### src/rtl/muldiv_unit_if.sv
// Request/response bundle between the execute stage and the mul/div unit.
// master: execute stage (drives Start/Funct/operands, observes HI/LO/Busy/Done).
// slave : muldiv_unit (samples the request, owns HI/LO, drives Busy/Done).
interface muldiv_unit_if #(
    parameter int XLEN = 32
);
    logic            Start;
    logic [5:0]      Funct;
    logic [XLEN-1:0] Rdata1;
    logic [XLEN-1:0] Rdata2;
    logic [XLEN-1:0] HI;
    logic [XLEN-1:0] LO;
    logic            Busy;
    logic            Done;

    modport master (
        output Start, Funct, Rdata1, Rdata2,
        input  HI, LO, Busy, Done
    );

    modport slave (
        input  Start, Funct, Rdata1, Rdata2,
        output HI, LO, Busy, Done
    );
endinterface

### src/rtl/muldiv_unit.sv
// Iterative MULT/MULTU/DIV/DIVU responder owning HI/LO; MTHI/MTLO write HI/LO directly.
// Latency: mult/div result on HI/LO 33 cycles after the accepted Start edge (17 for
//   short multipliers when MULDIV_EARLY_OUT_EN is defined); MTHI/MTLO land at the Start edge.
// Backpressure: Busy is high outside IDLE and every Start seen then is dropped; the
//   requester must hold and re-issue. Start in the Done cycle is accepted.
// Ports: CLK, RST (async active-low), bus (slave modport: Start, Funct, Rdata1, Rdata2 in;
//   HI, LO, Busy, Done out).
module muldiv_unit #(
    parameter int XLEN = 32
) (
    input  logic          CLK,
    input  logic          RST,
    muldiv_unit_if.slave  bus
);
    localparam int CW = $clog2(XLEN);
    localparam logic [5:0] F_MULT  = 6'h18;
    localparam logic [5:0] F_MULTU = 6'h19;
    localparam logic [5:0] F_DIV   = 6'h1A;
    localparam logic [5:0] F_DIVU  = 6'h1B;
    localparam logic [5:0] F_MTHI  = 6'h11;
    localparam logic [5:0] F_MTLO  = 6'h13;

    typedef enum logic [1:0] {S_IDLE, S_CALC, S_FIX} state_t;

    state_t              state_q, state_d;
    logic [CW-1:0]       cnt_q, cnt_d;
    // Mult: {partial product, remaining multiplier}. Div: {remainder, dividend/quotient}.
    logic [2*XLEN-1:0]   acc_q, acc_d;
    logic [XLEN-1:0]     opd_q, opd_d;       // multiplicand or divisor magnitude
    logic                is_div_q, is_div_d;
    logic                neg_lo_q, neg_lo_d; // product / quotient sign
    logic                neg_hi_q, neg_hi_d; // remainder sign
    logic                dz_q, dz_d;         // divide by zero
    logic [XLEN-1:0]     hi_q, hi_d;
    logic [XLEN-1:0]     lo_q, lo_d;
    logic                done_q, done_d;
`ifdef MULDIV_EARLY_OUT_EN
    logic                early_q, early_d;   // multiplier magnitude fits in the low half
`endif

    // Operand magnitudes for the request currently on the bus.
    logic            op_signed, a_neg, b_neg;
    logic [XLEN-1:0] a_mag, b_mag;
    assign op_signed = (bus.Funct == F_MULT) || (bus.Funct == F_DIV);
    assign a_neg     = op_signed & bus.Rdata1[XLEN-1];
    assign b_neg     = op_signed & bus.Rdata2[XLEN-1];
    assign a_mag     = a_neg ? -bus.Rdata1 : bus.Rdata1;
    assign b_mag     = b_neg ? -bus.Rdata2 : bus.Rdata2;

    // Shift-add step: 33-bit sum keeps the carry that moves into the top bit.
    logic [XLEN:0] mul_sum;
    assign mul_sum = acc_q[0] ? ({1'b0, acc_q[2*XLEN-1:XLEN]} + {1'b0, opd_q})
                              : {1'b0, acc_q[2*XLEN-1:XLEN]};

    // Restoring step: remainder shifted left with the next dividend bit appended.
    logic [XLEN:0]   div_rem;
    logic            q_bit;
    logic [XLEN-1:0] rem_next;
    assign div_rem  = acc_q[2*XLEN-1:XLEN-1];
    assign q_bit    = (div_rem >= {1'b0, opd_q});
    assign rem_next = q_bit ? XLEN'(div_rem - {1'b0, opd_q}) : div_rem[XLEN-1:0];

    logic last_iter;
    logic [2*XLEN-1:0] prod_mag, prod_fix;
`ifdef MULDIV_EARLY_OUT_EN
    assign last_iter = (cnt_q == CW'(XLEN-1)) || (early_q && (cnt_q == CW'(XLEN/2-1)));
    // Early exit leaves the product sitting half a word too high.
    assign prod_mag  = early_q ? (acc_q >> (XLEN/2)) : acc_q;
`else
    assign last_iter = (cnt_q == CW'(XLEN-1));
    assign prod_mag  = acc_q;
`endif
    assign prod_fix = neg_lo_q ? -prod_mag : prod_mag;

    always_comb begin
        state_d  = state_q;
        cnt_d    = cnt_q;
        acc_d    = acc_q;
        opd_d    = opd_q;
        is_div_d = is_div_q;
        neg_lo_d = neg_lo_q;
        neg_hi_d = neg_hi_q;
        dz_d     = dz_q;
        hi_d     = hi_q;
        lo_d     = lo_q;
        done_d   = 1'b0;
`ifdef MULDIV_EARLY_OUT_EN
        early_d  = early_q;
`endif
        case (state_q)
            S_IDLE: begin
                if (bus.Start) begin
                    case (bus.Funct)
                        F_MULT, F_MULTU, F_DIV, F_DIVU: begin
                            // Funct[1] separates divides from multiplies.
                            is_div_d = bus.Funct[1];
                            neg_lo_d = a_neg ^ b_neg;
                            neg_hi_d = a_neg;
                            dz_d     = (bus.Rdata2 == '0);
                            opd_d    = bus.Funct[1] ? b_mag : a_mag;
                            acc_d    = {{XLEN{1'b0}}, (bus.Funct[1] ? a_mag : b_mag)};
                            cnt_d    = '0;
`ifdef MULDIV_EARLY_OUT_EN
                            early_d  = ~bus.Funct[1] && (b_mag[XLEN-1:XLEN/2] == '0);
`endif
                            state_d  = S_CALC;
                        end
                        F_MTHI:  hi_d = bus.Rdata1;
                        F_MTLO:  lo_d = bus.Rdata1;
                        default: ;
                    endcase
                end
            end
            S_CALC: begin
                if (is_div_q) begin
                    acc_d = {rem_next, acc_q[XLEN-2:0], q_bit};
                end else begin
                    acc_d = {mul_sum, acc_q[XLEN-1:1]};
                end
                cnt_d = cnt_q + 1'b1;
                if (last_iter) begin
                    state_d = S_FIX;
                end
            end
            S_FIX: begin
                if (is_div_q) begin
                    // A zero divisor yields all-ones quotient and the dividend as
                    // remainder; the remainder sign fix restores the original Rdata1.
                    lo_d = dz_q ? '1
                                : (neg_lo_q ? -acc_q[XLEN-1:0] : acc_q[XLEN-1:0]);
                    hi_d = neg_hi_q ? -acc_q[2*XLEN-1:XLEN] : acc_q[2*XLEN-1:XLEN];
                end else begin
                    hi_d = prod_fix[2*XLEN-1:XLEN];
                    lo_d = prod_fix[XLEN-1:0];
                end
                done_d  = 1'b1;
                state_d = S_IDLE;
            end
            default: state_d = S_IDLE;
        endcase
    end

    always_ff @(posedge CLK or negedge RST) begin
        if (!RST) begin
            state_q  <= S_IDLE;
            cnt_q    <= '0;
            acc_q    <= '0;
            opd_q    <= '0;
            is_div_q <= 1'b0;
            neg_lo_q <= 1'b0;
            neg_hi_q <= 1'b0;
            dz_q     <= 1'b0;
            hi_q     <= '0;
            lo_q     <= '0;
            done_q   <= 1'b0;
`ifdef MULDIV_EARLY_OUT_EN
            early_q  <= 1'b0;
`endif
        end else begin
            state_q  <= state_d;
            cnt_q    <= cnt_d;
            acc_q    <= acc_d;
            opd_q    <= opd_d;
            is_div_q <= is_div_d;
            neg_lo_q <= neg_lo_d;
            neg_hi_q <= neg_hi_d;
            dz_q     <= dz_d;
            hi_q     <= hi_d;
            lo_q     <= lo_d;
            done_q   <= done_d;
`ifdef MULDIV_EARLY_OUT_EN
            early_q  <= early_d;
`endif
        end
    end

    assign bus.HI   = hi_q;
    assign bus.LO   = lo_q;
    assign bus.Busy = (state_q != S_IDLE);
    assign bus.Done = done_q;
endmodule

### src/flat_wrapper.sv
// flat-port wrapper written by rule: the top's interface ports become plain ports
module muldiv_unit_flat 
#(
    parameter int XLEN = 32
)
  (CLK, RST, bus_Start, bus_Funct, bus_Rdata1, bus_Rdata2, bus_HI, bus_LO, bus_Busy, bus_Done);
  muldiv_unit_if #(.XLEN(XLEN)) bus_i ();
  input  logic CLK;
  input  logic RST;
  input wire logic [$bits(bus_i.Start)-1:0] bus_Start;
  input wire logic [$bits(bus_i.Funct)-1:0] bus_Funct;
  input wire logic [$bits(bus_i.Rdata1)-1:0] bus_Rdata1;
  input wire logic [$bits(bus_i.Rdata2)-1:0] bus_Rdata2;
  output wire logic [$bits(bus_i.HI)-1:0] bus_HI;
  output wire logic [$bits(bus_i.LO)-1:0] bus_LO;
  output wire logic [$bits(bus_i.Busy)-1:0] bus_Busy;
  output wire logic [$bits(bus_i.Done)-1:0] bus_Done;
  assign bus_i.Start = bus_Start;
  assign bus_i.Funct = bus_Funct;
  assign bus_i.Rdata1 = bus_Rdata1;
  assign bus_i.Rdata2 = bus_Rdata2;
  assign bus_HI = bus_i.HI;
  assign bus_LO = bus_i.LO;
  assign bus_Busy = bus_i.Busy;
  assign bus_Done = bus_i.Done;
  muldiv_unit #(.XLEN(XLEN)) u_core (.CLK(CLK), .RST(RST), .bus(bus_i));
endmodule
### config.mk
export PLATFORM = sky130hd
export DESIGN_NAME = muldiv_unit_flat
export DESIGN_NICKNAME = d
export VERILOG_FILES = /design/src/rtl/muldiv_unit_if.sv /design/src/rtl/muldiv_unit.sv /design/src/flat_wrapper.sv
export SDC_FILE = /design/constraint.sdc
export NUM_CORES = 1
export LEC_CHECK = 0
export CAP_MARGIN = 20
export CELL_PAD_IN_SITES_DETAIL_PLACEMENT = 0
export CELL_PAD_IN_SITES_GLOBAL_PLACEMENT = 2
export CORE_ASPECT_RATIO = 0.6
export CORE_MARGIN = 2
export CORE_UTILIZATION = 32
export CTS_CLUSTER_DIAMETER = 50
export DETAILED_ROUTE_END_ITERATION = 16
export PLACE_DENSITY_LB_ADDON = 0.05
export SYNTH_ARGS = -nofsm -noshare
export SYNTH_HDL_FRONTEND = slang
export SYNTH_SLANG_ARGS = --single-unit
### constraint.sdc
create_clock -name CLK -period 3.1 [get_ports CLK]
set_clock_uncertainty 0.15 [all_clocks]
set_input_delay 0.62 -clock CLK [delete_from_list [all_inputs] [get_ports CLK]]
set_output_delay 0.62 -clock CLK [all_outputs]
set_load 0.02 [all_outputs]
==> flow_metrics.tcl <==
set metrics [dict create \
    syn_nets 2093 \
    synth-seq-cells 172 \
    io_buffers 138 \
    core_area_sq_um 46500 \
    ys.flop_type "dfrtp_1" \
    postLayoutCoreUtil_pct 48.0 \
    path_class "reg2reg" \
    route.detailed.drc 0 \
    setup_slack_ns -0.166 \
    maxSlewViolCount 0 \
    clk-insertion-delay-late_ns 0.47 \
    violations "setup timing" \
    timing.rr.start "u_core.acc_q[33]" \
    synthCells 1948 \
    drv_cap 0 \
    cp_max_fo 5 \
    arrival_ns 3.49 \
    netlist_area_sq_um 15100 \
    via_per_inst 5.57 \
    worst_pin_slew_ns 0.783 \
    finalCriticalPeriod_ns 3.27 \
    max-vdd-ir-drop_uv 599 \
    leakage_nw 9.60 \
    pwr-share-clk_pct 8.0 \
    hpwl_microns 57400 \
    dr.pass1.iters 5 \
    htreeDepth 4 \
    cts_tree "yes" \
    whs_ns 0.331 \
    yosysWarnings 0 \
    wl_per_cell_microns 23.5 \
    end_kind "flip-flop" \
    cts.clk_slew.worst_paths_ns 0.07 \
    placed_cells 3037 \
    clockBufferDepth 2 \
    startpoint "u_core.acc_q[33]" \
    p_sw_share_pct 48.6 \
    drive_gt1_share_pct 27.9 \
    die_height_microns 172 \
    yosysSeqAreaShare_pct 28.4 \
    synthArstFlopShare_pct 100 \
    internal-power_mw 14.4 \
    status "complete, but fails checks" \
    start_kind "flip-flop" \
    die-area_sq_um 49100 \
    hold_start "u_core.bus.LO[20]" \
    placementRows 61 \
    grt_max_degree 65 \
    period_share_pct 105 \
    rsz0062_at_grt "true" \
    drt-initial-drc-count 1622 \
    finalPower_mw 27.9 \
    hold_violations 0 \
    max_freq_mhz 306 \
    syn_area_per_cell_sq_um 7.77 \
    drt.antenna.violating_nets 0 \
    pwr_density_cell_nw_per_um2 1250 \
    synthDistinctLibCells 80 \
    via_count 17200 \
    slew_headroom_pct 47.7 \
    worstPathRequired_ns 3.33 \
    stdcell_count 3094 \
    p_sw_mw 13.6 \
    cts_buffers 17 \
    root_buffer "clkbuf_16" \
    gr-total-overflow 0 \
    cts.sinks 172 \
    grt_usage_pct 29.3 \
    areaGrowthSynthToFinish_pct 47.3 \
    pin_count 139 \
    setup_viol 14 \
    synth_edf_count 0 \
    antenna_cells 0 \
    sequentialPowerShare_pct 15.1 \
    start_util_pct 32.6 \
    nets 2596 \
    dieWidth_microns 285 \
    wl_microns 72600 \
    grt_pass1_vias 16700 \
    globalplace.congestion 0.990 \
    hp-class "reg2reg" \
    finalSetupTns_ns -0.576 \
    grt_pass1_wl_microns 107000 \
    antenna_found_initial 0 \
    p_comb_share_pct 76.9 \
]
-- flip-flops by register name (all words and copies together), names as in the netlist --
signal,flops
u_core.acc_q,64
u_core.bus.HI,32
u_core.bus.LO,32
u_core.opd_q,32
u_core.cnt_q,5
u_core.state_q,2
u_core.bus.Done,1
u_core.dz_q,1
u_core.is_div_q,1
u_core.neg_hi_q,1
u_core.neg_lo_q,1
-- timing repair --
| item | 4_1_cts | 5_1_grt |
|---|---|---|
| pin swaps | 44 | 91 |
| cloned | 1 | 1 |
| setup endpoints to repair | 56 | 75 |
| gates resized for setup | 104 | 143 |
| setup buffers | 16 | 20 |
| endpoints found under the hold margin | 7 | 0 |
| hold buffers | 1 | 0 |
-- synthesized netlist by cell type, types with 12 or more instances --
cell | n | area, sq um
nand2_1 | 221 | 830
o21ai_0 | 210 | 1050
dfrtp_1 | 172 | 4300
a21oi_1 | 165 | 826
nor2_1 | 160 | 601
clkbuf_1 | 109 | 409
xnor2_1 | 101 | 885
xor2_1 | 71 | 622
ha_1 | 70 | 876
mux2i_1 | 62 | 621
inv_1 | 60 | 225
o22ai_1 | 47 | 294
nor3_1 | 42 | 210
a211oi_1 | 37 | 278
a31oi_1 | 28 | 175
nand3_1 | 27 | 135
o211ai_1 | 25 | 188
o31ai_1 | 25 | 188
a21o_1 | 23 | 173
a22oi_1 | 22 | 165
nand4_1 | 16 | 100
and2_1 | 15 | 93.8
nand2b_1 | 15 | 93.8
nor4_1 | 15 | 93.8
o41ai_1 | 15 | 131
or3_1 | 15 | 93.8
or4_1 | 13 | 97.6
nor2b_1 | 12 | 75.1
o221ai_1 | 12 | 105
-- power groups by stage --
stage	Sequential [mW]	Clock, mW	Combinational [mW]
2_1_floorplan	4.41	0	9.82
3_3_place_gp	4.18	0	18.5
3_5_place_dp	4.20	0	18.6
4_1_cts	4.19	2.28	19.9
5_1_grt	4.31	2.38	23.0
6_report	4.21	2.24	21.5
-- layout make-up --
cell class,count,area [sq um]
fillers,4629,24200
multi-input cells,1587,11100
repair buffers,610,5250
flip-flops and latches,172,4310
well taps,630,788
clock buffers,23,478
inverters,63,236
clock inverters,9,86.3
-- layer usage --
metal	vias to the layer above	share of wire (%)	global-route usage, %
met5	-	0	0
met1	8547	51	43.8
li1	8129	-	-
met4	0	1.7	6.57
met3	60	6.4	7.02
met2	505	40	41.8
-- final timing paths --
check	end	slack, ns	cells past startpoint
worst max-delay path	u_core.acc_q[58]	-0.17	12
worst min-delay path	u_core.bus.LO[20]	0.33	2
worst max register to register	u_core.acc_q[58]	-0.17	12
worst min register to register	u_core.bus.LO[20]	0.33	2
max in group asynchronous	u_core.is_div_q	1.33	3
min in group asynchronous	u_core.bus.LO[6]	0.56	2
-- kinds of logic after synthesis --
group	Yosys count	synth area share, %
buffers and inverters	189	4.78
multiplexers	67	4.47
XOR/XNOR	172	9.95
flip-flops	172	28.4
AO/OA/AOI/OAI	686	28.1
AND/OR/NAND/NOR	590	18.2
adder cells (fa/ha/maj)	72	6.05
-- worst max-delay path, stage by stage, from the launching register on --
cell and delay, ns:
dfrtp_1 0.39, buf_6 0.14, ha_4 0.28, a211oi_4 0.07, o21bai_1 0.16, a21oi_2 0.11
o311a_4 0.36, o211ai_1 0.50, and3_4 0.32, buf_6 0.10, mux2i_2 0.23, o22ai_1 0.12
a211oi_1 0.24
-- stage by stage --
| step | worst slack [ns] | area, sq um |
|---|---|---|
| final | -0.166 | 22300 |
| after global routing | -0.194 | 22300 |
| after CTS | -0.124 | 21600 |
| after detailed placement | -0.676 | 20400 |
| after global placement | -0.733 | 20400 |
| after floorplan | 0.00762 | 15200 |
-- layout by cell type (no fill, tap or decap), types with 58 or more instances in the layout --
master	Yosys	layout
buf_4	0	432
nand2_1	221	210
o21ai_0	210	187
dfrtp_1	172	167
nor2_1	160	148
a21oi_1	165	147
clkdlybuf4s50_1	0	128
xnor2_1	101	99
xor2_1	71	68
mux2i_1	62	58
(Power assumes the default switching activity.)
